<file path="src/rtl/i2c_line_conditioner.sv">
// Bus-line conditioner: per-channel N-stage synchroniser, consecutive-sample glitch filter, registered true/complement outputs.
// Latency: a settled d_in change reaches q_out at edge STAGES+FILTER_CYCLES; edge pulses update on that same edge.
// Backpressure: none, free-running on every clock. Optional rise/fall pulses are built only with I2C_COND_EDGE_DET_EN.
module i2c_line_conditioner #(
  parameter int                 WIDTH         = 2,
  parameter int                 STAGES        = 2,
  parameter int                 FILTER_CYCLES = 4,
  parameter logic [WIDTH-1:0]   RESET_VAL     = {WIDTH{1'b1}}
) (
  input  logic             clk_in,
  input  logic             rst_n_in,
  input  logic [WIDTH-1:0] d_in,
  output logic [WIDTH-1:0] q_out,
  output logic [WIDTH-1:0] q_bar_out,
  output logic [WIDTH-1:0] rise_out,
  output logic [WIDTH-1:0] fall_out
);

  localparam int             CW       = $clog2(FILTER_CYCLES + 1);
  localparam logic [CW-1:0]  CNT_LAST = CW'(FILTER_CYCLES - 1);

  logic [WIDTH-1:0] r_sync [STAGES];
  logic [CW-1:0]    r_cnt  [WIDTH];
  logic [WIDTH-1:0] r_q;
  logic [WIDTH-1:0] r_q_bar;
  logic [WIDTH-1:0] w_s;
  logic [WIDTH-1:0] w_accept;

  assign w_s = r_sync[STAGES-1];

  // Synchroniser chain: stage 0 samples the raw pad level, the last stage feeds the filter.
  always_ff @(posedge clk_in or negedge rst_n_in) begin
    if (!rst_n_in) begin
      for (int k = 0; k < STAGES; k++) r_sync[k] <= RESET_VAL;
    end else begin
      r_sync[0] <= d_in;
      for (int k = 1; k < STAGES; k++) r_sync[k] <= r_sync[k-1];
    end
  end

  // A channel accepts its new level once it has disagreed with q for FILTER_CYCLES samples in a row.
  always_comb begin
    w_accept = '0;
    for (int i = 0; i < WIDTH; i++) begin
      w_accept[i] = (w_s[i] != r_q[i]) && (r_cnt[i] == CNT_LAST);
    end
  end

  // Filter counters and output level; the counter is cleared (not decremented) whenever s agrees with q.
  always_ff @(posedge clk_in or negedge rst_n_in) begin
    if (!rst_n_in) begin
      for (int i = 0; i < WIDTH; i++) r_cnt[i] <= '0;
      r_q     <= RESET_VAL;
      r_q_bar <= ~RESET_VAL;
    end else begin
      for (int i = 0; i < WIDTH; i++) begin
        if (w_s[i] == r_q[i]) begin
          r_cnt[i] <= '0;
        end else if (w_accept[i]) begin
          r_q[i]     <= w_s[i];
          r_q_bar[i] <= ~w_s[i];
          r_cnt[i]   <= '0;
        end else begin
          r_cnt[i] <= r_cnt[i] + CW'(1);
        end
      end
    end
  end

  assign q_out     = r_q;
  assign q_bar_out = r_q_bar;

`ifdef I2C_COND_EDGE_DET_EN
  logic [WIDTH-1:0] r_rise;
  logic [WIDTH-1:0] r_fall;

  // One-cycle edge pulses registered on the same edge as the q_out update; accept and s make them exclusive.
  always_ff @(posedge clk_in or negedge rst_n_in) begin
    if (!rst_n_in) begin
      r_rise <= '0;
      r_fall <= '0;
    end else begin
      r_rise <= w_accept & w_s;
      r_fall <= w_accept & ~w_s;
    end
  end

  assign rise_out = r_rise;
  assign fall_out = r_fall;
`else
  assign rise_out = '0;
  assign fall_out = '0;
`endif

endmodule

</file>
<file path="config.mk">
export PLATFORM = sky130hd
export DESIGN_NAME = i2c_line_conditioner
export DESIGN_NICKNAME = d
export VERILOG_FILES = /design/src/rtl/i2c_line_conditioner.sv
export SDC_FILE = /design/constraint.sdc
export NUM_CORES = 1
export LEC_CHECK = 0
export ABC_AREA = 1
export CAP_MARGIN = 20
export CORE_MARGIN = 1
export CORE_UTILIZATION = 30
export CTS_CLUSTER_DIAMETER = 30
export CTS_CLUSTER_SIZE = 14
export DETAILED_ROUTE_END_ITERATION = 10
export DONT_BUFFER_PORTS = 1
export GPL_TIMING_DRIVEN = 1
export PLACE_DENSITY = 0.5
export SLEW_MARGIN = 20
export SYNTH_ARGS = -nofsm -noshare
export SYNTH_HDL_FRONTEND = slang
export SYNTH_SLANG_ARGS = --single-unit
</file>
<file path="constraint.sdc">
create_clock -name clk_in -period 1.1 [get_ports clk_in]
set_clock_uncertainty 0.2 [all_clocks]
set_input_delay 0.22 -clock clk_in [delete_from_list [all_inputs] [get_ports clk_in]]
set_output_delay 0.22 -clock clk_in [all_outputs]
set_load 0.02 [all_outputs]
</file>
# [Word-level counts from Yosys, hierarchy flattened]
# Index checks and enable logic that the tools add are counted.
[word_totals] wordCells=28 input_bits=4 reg_bits=14
[classes] n_bitwise=4 n_reduce_logical=4 eq_ne=6 addsub=2 n_mux=4
[op_table] operator="2-to-1 mux 3 bit" n=4
[op_table] operator="adder 3 x 1 -> 3 bit, second input constant" n=2
[op_table] operator="== test 3 x 2 -> 1 bit, second input constant" n=2
[op_table] operator="inverter 1 bit" n=4
[op_table] operator="AND reduction 2 bit" n=2
[op_table] operator="== test 1 bit" n=2
[op_table] operator="logical AND 1 bit" n=2
[op_table] operator="!= test 1 bit" n=2

# [Logic depth before layout (Yosys ltp)]
# Gate-level depths: netlist of the first run.
[logic_depth] word_depth=4 depth_mapped=6 depth_no_buf=6

# [Least setup slack after synthesis of the first run]
# OpenSTA, ideal clock, no wires.
[synth_path] kind="flip-flop to flip-flop" start="reg r_q[0] (netlist: q_out[0])" end="reg r_cnt[4] (netlist bit)" setup_slack_ps=-108 setup_ps=121 period_less_slack_ps=1208 arrival_ps=887 stages_incl_launch_ff=6 required_time_ps=779 cell_sequence="dfstp_2 > inv_1 > nand2_1 > nand2_1 > inv_1 > nor2_1"
[synth_via] elab_chain_cells=4 elab_cells_between_ends=5 cone_classes="eq/ne (2); mux (2); reduce/logical (1)"
[synth_rtl] item="from (decl)" line_no="24" text="logic [WIDTH-1:0] r_q;"
[synth_rtl] item="from (signal, indexed assignment)" line_no="60" text="r_q[i] <= w_s[i];"
[synth_rtl] item="!= test 1 bit" line_no="45" text="w_accept[i] = (w_s[i] != r_q[i]) && (r_cnt[i] == CNT_LAST);"
[synth_rtl] item="logical AND 1 bit" line_no="45"
[synth_rtl] item="2-to-1 mux 3 bit" line_no="59" text="end else if (w_accept[i]) begin"
[synth_rtl] item="2-to-1 mux 3 bit (*)" line_no="57" text="if (w_s[i] == r_q[i]) begin"
[synth_rtl] item="to (signal, indexed assignment)" line_no="64" text="r_cnt[i] <= r_cnt[i] + CW'(1);"
[synth_rtl] item="to (decl)" line_no="23" text="logic [CW-1:0] r_cnt [WIDTH];"
# Every way passes the cells marked *; elsewhere a longest branch is shown, timed or not.
# A chain may end at the register's enable or synchronous reset.

# [Worst setup path after layout of the first run]
[layout_path] start="reg r_q[1] (netlist: q_out[1])" end="out q_out[1]"
[layout_rtl] item="to (decl)" line_no="13" text="output logic [WIDTH-1:0] q_out,"
# No word-level cell between the ends.

==> flow_summary.yaml, run 1 <==
yosys:
  yosysSeqAreaShare_pct: 60.3
  synth_most_common_cell: "nand2_1"
  synthArstFlopShare_pct: 100
  synthDistinctLibCells: 13
  syn_area_per_cell_um2: 9.41
  syn_inst: 63
  synth_area_um2: 593
  ys_ff_latch: 14
  synth-edff-count: 0
  synthTopCellsByArea: "dfrtp_1 (34%), dfstp_2 (27%), nand2_1 (11%)"
  synth_top_area_share_pct: 33.8
  synth_ff_type: "dfrtp_1"
  synth_common_cells: "nand2_1 (18), inv_1 (9), dfrtp_1 (8), dfstp_2 (6), nor2_1 (5)"
  synth_top_area_cell: "dfrtp_1"
  yosys_warnings: 0
status:
  failed_checks: "negative hold slack, negative setup slack"
  status: "complete, but fails checks"
clock_network:
  cts-root-buf: "clkbuf_4"
  cts_buffer_depth: 2
  ctsHoldBuffers: 3
  htreeDepth: 1
  cts_tree: "done"
  numCtsBuffers: 3
  clk_latency_ns: 0.27
  clock-sinks: 14
  path_clk_slew_ns: 0.08
drt:
  post_drt_wl_per_cell_um: 8.55
  vias: 409
  met2_length_um: 465
  drt-vias-per-instance: 4.01
  wl_met1_um: 373
  firstDrtPassIters: 3
  drcViolationCount: 0
  routed_wl_um: 872
  drt_iter0_drc: 3
  top_layer: "met4"
  wl_met3_um: 20
  drtAntennaViolNets: 0
sta:
  setup_ws_ns: -0.260
  slew_headroom_pct: 59.1
  holdWs_ns: -0.185
  min_period_ns: 1.36
  rsz0062_at_grt: "yes"
  slew_violations: 0
  setup_viol: 14
  fin_crit_sh_pct: 124
  tightest_slew_ns: 0.614
  hold_viol_final: 8
  max_freq_mhz: 735
die:
  die_x_um: 46.5
  fp.dieH_um: 46.5
  rows: 15
  fp.coreArea_um2: 1780
  pin_count: 12
  start_util_pct: 33.3
  dieArea_um2: 2160
pwr:
  p_int_mw: 1.12
  sw_frac_of_total_pct: 34.8
  p_leak_nw: 0.384
  power_frac_seq_pct: 45.8
  power.switching_uw: 596
  powerDensity_nw_per_um2: 2220
  power.share.clock_pct: 16.5
  power_mw: 1.71
  ir_worst_vdd_mv: 0.867
  pwr-share-comb_pct: 37.7
setup_path:
  cp.arrival_ns: 0.94
  r2r_slack_ns: -0.20
  crit_family: "flip-flops"
  crit_fanout: 2
  path_buf_inv: 1
  cp-start-kind: "register"
  crit_required_ns: 0.68
  path_cells: "buf_6"
  crit_path_max_incr_delay_ns: 0.55
  crit_type: "reg2out"
  critPathCaptureType: "output pin"
  cp_slowest_cell: "dfstp_2"
cells_and_area:
  n_fill_cell: 182
  area_growth_pct: 30.0
  layout-drive-gt1-share_pct: 48.1
  fin_cells: 102
  seq_area_um2: 360
  multi_input_area_um2: 215
  fin_nets: 85
  diodes: 0
place:
  place_congestion: 0.770
  dp_hpwl_um: 580
  placed_cells: 91
  io_buffers: 0
worst_hold_path:
  hold_class: "in2async"
global_routing:
  grt_antenna_before_repair: 0
  grt.overflow.total: 0
  grtUsageTotal_pct: 10.4
  grt_max_degree: 15
  first_global_vias: 363
  grt_first_pass_wirelength_mm: 1.44
job:
  drv_cap: 0
==> through the flow <==
| stage | setup TNS (ns) | setup WS (ns) | util [%] | area, µm² |
|---|---|---|---|---|
| 6_report | -2.05 | -0.260 | 43.2 | 771 |
| 5_1_grt | -2.76 | -0.284 | 43.2 | 771 |
| 4_1_cts | -2.07 | -0.264 | 41.0 | 731 |
| 3_5_place_dp | -0.815 | -0.159 | 35.8 | 638 |
| 3_3_place_gp | -0.705 | -0.116 | 35.8 | 638 |
| 2_1_floorplan | -0.885 | -0.108 | - | 607 |
==> registers in the layout, indices dropped and copies added, names as in the netlist <==
| register | count |
|---|---|
| r_sync | 2 |
| q_bar_out | 2 |
| w_s | 2 |
| q_out | 2 |
| r_cnt | 6 |
==> cell families (layout without fill, tap and decap cells) <==
group	Yosys count	count (layout)	share of synthesized area (%)
simple gates	32	32	23.2
fa+ha+maj	2	2	4.22
flops	14	14	60.3
buf+inv	13	24	10.8
compound gates	1	1	0.843
other cells	1	4	0.632
==> per-layer routing <==
layer  vias to the layer above  global-route usage, %
li1                        210                      -
met1                       190                   12.0
met2                         7                   16.1
met3                         2                   1.18
met4                         0                   10.6
met5                         -                      0
==> placed cells by master (no fill, tap or decap), types with 3 or more instances in the layout <==
cell	n
dfstp_2	6
inv_2	5
inv_1	4
nand2_1	12
nand3_1	4
nand2_2	6
clkbuf_4	3
dfrtp_1	6
conb_1	4
buf_4	7
nor2_1	4
==> power by group through the flow <==
stage	clock (mW)	combinational, mW	sequential (mW)
finish	0.282	0.646	0.785
global route	0.313	0.732	0.799
CTS	0.297	0.591	0.781
detailed placement	0	0.439	0.803
global placement	0	0.437	0.799
floorplan	0	0.274	0.832
==> area by class of cell <==
cell class | instances | share of cell area (%)
Sequential cell | 14 | 46.8
Multi-Input combinational cell | 39 | 27.9
Timing Repair Buffer | 12 | 14.0
Inverter | 9 | 4.38
Tap cell | 25 | 4.06
Clock buffer | 3 | 2.92
==> final timing paths <==
path | end | start | cells after the start
min in group clk_in | w_s[1] | r_sync[3] | 0
max in group asynchronous | q_bar_out[1] | rst_n_in | 1
max | q_out[1] | q_out[1] | 1
max reg2reg | q_bar_out[1] | q_out[1] | 6
min | r_cnt[4] | rst_n_in | 1
min reg2reg | w_s[1] | r_sync[3] | 0
==> repair_timing <==
action                                  in CTS  in global routing
endpoints found under the setup margin      14                 16
gates resized for setup                      9                  8
pin swaps                                    1                  3
endpoints found under the hold margin       16                  8
buffers inserted                             3                  2
gates cloned                                 0                  0
No activity file was read; power rests on OpenSTA's default activity.
==> run 2: changes to the inputs <==
CTS_CLUSTER_DIAMETER = 40   (was 30)
PLACE_DENSITY = 0.53   (was 0.5)
SKIP_CTS_REPAIR_TIMING = 1   (was unset)
==> flow_summary.yaml, run 2 (synthesized netlist as in run 1, its figures left out) <==
cells_and_area:
  final_cell_mix: "nand2_1 (11), nand2_2 (7), inv_2 (6), dfstp_2 (6), dfrtp_1 (6)"
  diodes: 0
  final_common_cell: "nand2_1"
  top_register: "r_cnt"
  area_growth_pct: 27.8
  layout-drive-gt1-share_pct: 48.0
  largest_reg_flops: 6
  n_fill_cell: 171
  fin_nets: 82
drt:
  post_drt_wl_per_cell_um: 8.89
  routed_wl_um: 889
  firstDrtPassIters: 4
  vias: 396
  drcViolationCount: 0
  drt-vias-per-instance: 3.96
  drt_iter0_drc: 5
  drtAntennaViolNets: 0
die:
  dieArea_um2: 2160
  fp.coreArea_um2: 1780
  die_x_um: 46.5
  fp.dieH_um: 46.5
  pin_count: 12
  rows: 15
  start_util_pct: 33.3
pwr:
  p_leak_nw: 0.372
  powerDensity_nw_per_um2: 2320
  power_mw: 1.76
  ir_worst_vdd_mv: 1.41
job:
  drv_cap: 0
setup_path:
  path_depth: 1
  crit_required_ns: 0.68
  critPathCaptureType: "output pin"
  path_cells: "buf_6"
  crit_family: "flip-flops"
  cp_slowest_cell: "dfstp_2"
  path_buf_inv: 1
  r2r-end: "q_bar_out[1]"
  crit_fanout: 5
  crit_type: "reg2out"
  cp.arrival_ns: 0.98
  crit_path_max_incr_delay_ns: 0.58
  r2r_slack_ns: -0.17
  critPathCapture: "q_out[1]"
  reg2reg_from: "q_out[1]"
  cp-start-kind: "register"
  crit_start: "q_out[1]"
  r2r_cells: 7
clock_network:
  path_clk_slew_ns: 0.08
  cts_tree: "done"
  cts_buffer_depth: 2
  numCtsBuffers: 3
  htreeDepth: 1
  clk_latency_ns: 0.28
  cts-root-buf: "clkbuf_4"
  clock-sinks: 14
sta:
  rsz0062_at_grt: "yes"
  setup_viol: 14
  slew_headroom_pct: 59.5
  hold_viol_final: 0
  slew_violations: 0
  tightest_slew_ns: 0.605
  tns_ns: -2.13
  max_freq_mhz: 713
  min_period_ns: 1.40
  fin_crit_sh_pct: 127
  setup_ws_ns: -0.302
worst_hold_path:
  hold_class: "reg2reg"
  holdPathStages: 0
status:
  failed_checks: "negative setup slack"
  status: "complete, but fails checks"
global_routing:
  grt_max_degree: 15
  grt.overflow.total: 0
  first_global_vias: 364
  grt_first_pass_wirelength_mm: 1.42
  grtUsageTotal_pct: 9.89
  grt_antenna_before_repair: 0
place:
  place_congestion: 0.747
  dp_hpwl_um: 588
  io_buffers: 0
run 2: cell types whose count changed in the layout (fill, tap and decap cells not counted), sizes merged:
cell	before	now
dlygate4sd3	2	3
clkbuf	3	4
dlymetal6s4s	1	0
buf	9	6
run 2: cell type report:
cell class | instances | area, µm² | area share (%)
timing repair buffer | 9 | 86.3 | 11.4
tap | 25 | 31.3 | 4.13
inverter | 9 | 33.8 | 4.46
multi-input combinational | 39 | 210 | 27.7
sequential | 14 | 360 | 47.5
clock buffer | 4 | 36.3 | 4.79
run 2: report_power, final:
part	switching, mW	leakage [nW]	total (mW)	internal [mW]
clock network	0.162	0.0210	0.363	0.201
logic	0.317	0.184	0.601	0.284
registers	0.123	0.166	0.798	0.675
total	0.602	0.372	1.76	1.16
run 2: routing by layer:
metal	part of all wire [%]	vias to the layer above	track usage [%]	routed length, µm
met5	0	-	0	0
met4	1.1	0	7.06	10
met3	5.2	2	3.92	46
met2	48	11	12.5	424
met1	46	180	13.4	407
li1	-	203	-	-
run 2: how the worst min path moves through the flow:
stage,start,end,slack [ns]
4_1_cts,rst_n_in,r_cnt[4],-0.58
2_1_floorplan,rst_n_in,q_bar_out[0],-0.28
3_5_place_dp,rst_n_in,r_cnt[3],-0.28
3_3_place_gp,rst_n_in,q_bar_out[0],-0.28
6_report,r_sync[3],w_s[1],0.16
5_1_grt,r_sync[3],w_s[1],0.17
run 2: metrics by stage:
| step | worst slack (ns) | utilization (%) | cell area, µm² | hold WS [ns] | instances |
|---|---|---|---|---|---|
| after CTS | -0.329 | 37.8 | 674 | -0.583 | 95 |
| after global placement | -0.113 | 35.8 | 638 | -0.275 | 91 |
| final | -0.302 | 42.5 | 758 | 0.159 | 100 |
| after detailed placement | -0.133 | 35.8 | 638 | -0.275 | 91 |
| after floorplan | -0.108 | - | 607 | -0.276 | 66 |
| after global routing | -0.329 | 42.5 | 758 | 0.166 | 100 |
==> run 3: changes to the inputs <==
CAP_MARGIN = unset   (was 20)
==> results of run 3 <==
Same layout as run 2: the final DEF is identical, and so are final timing and power.
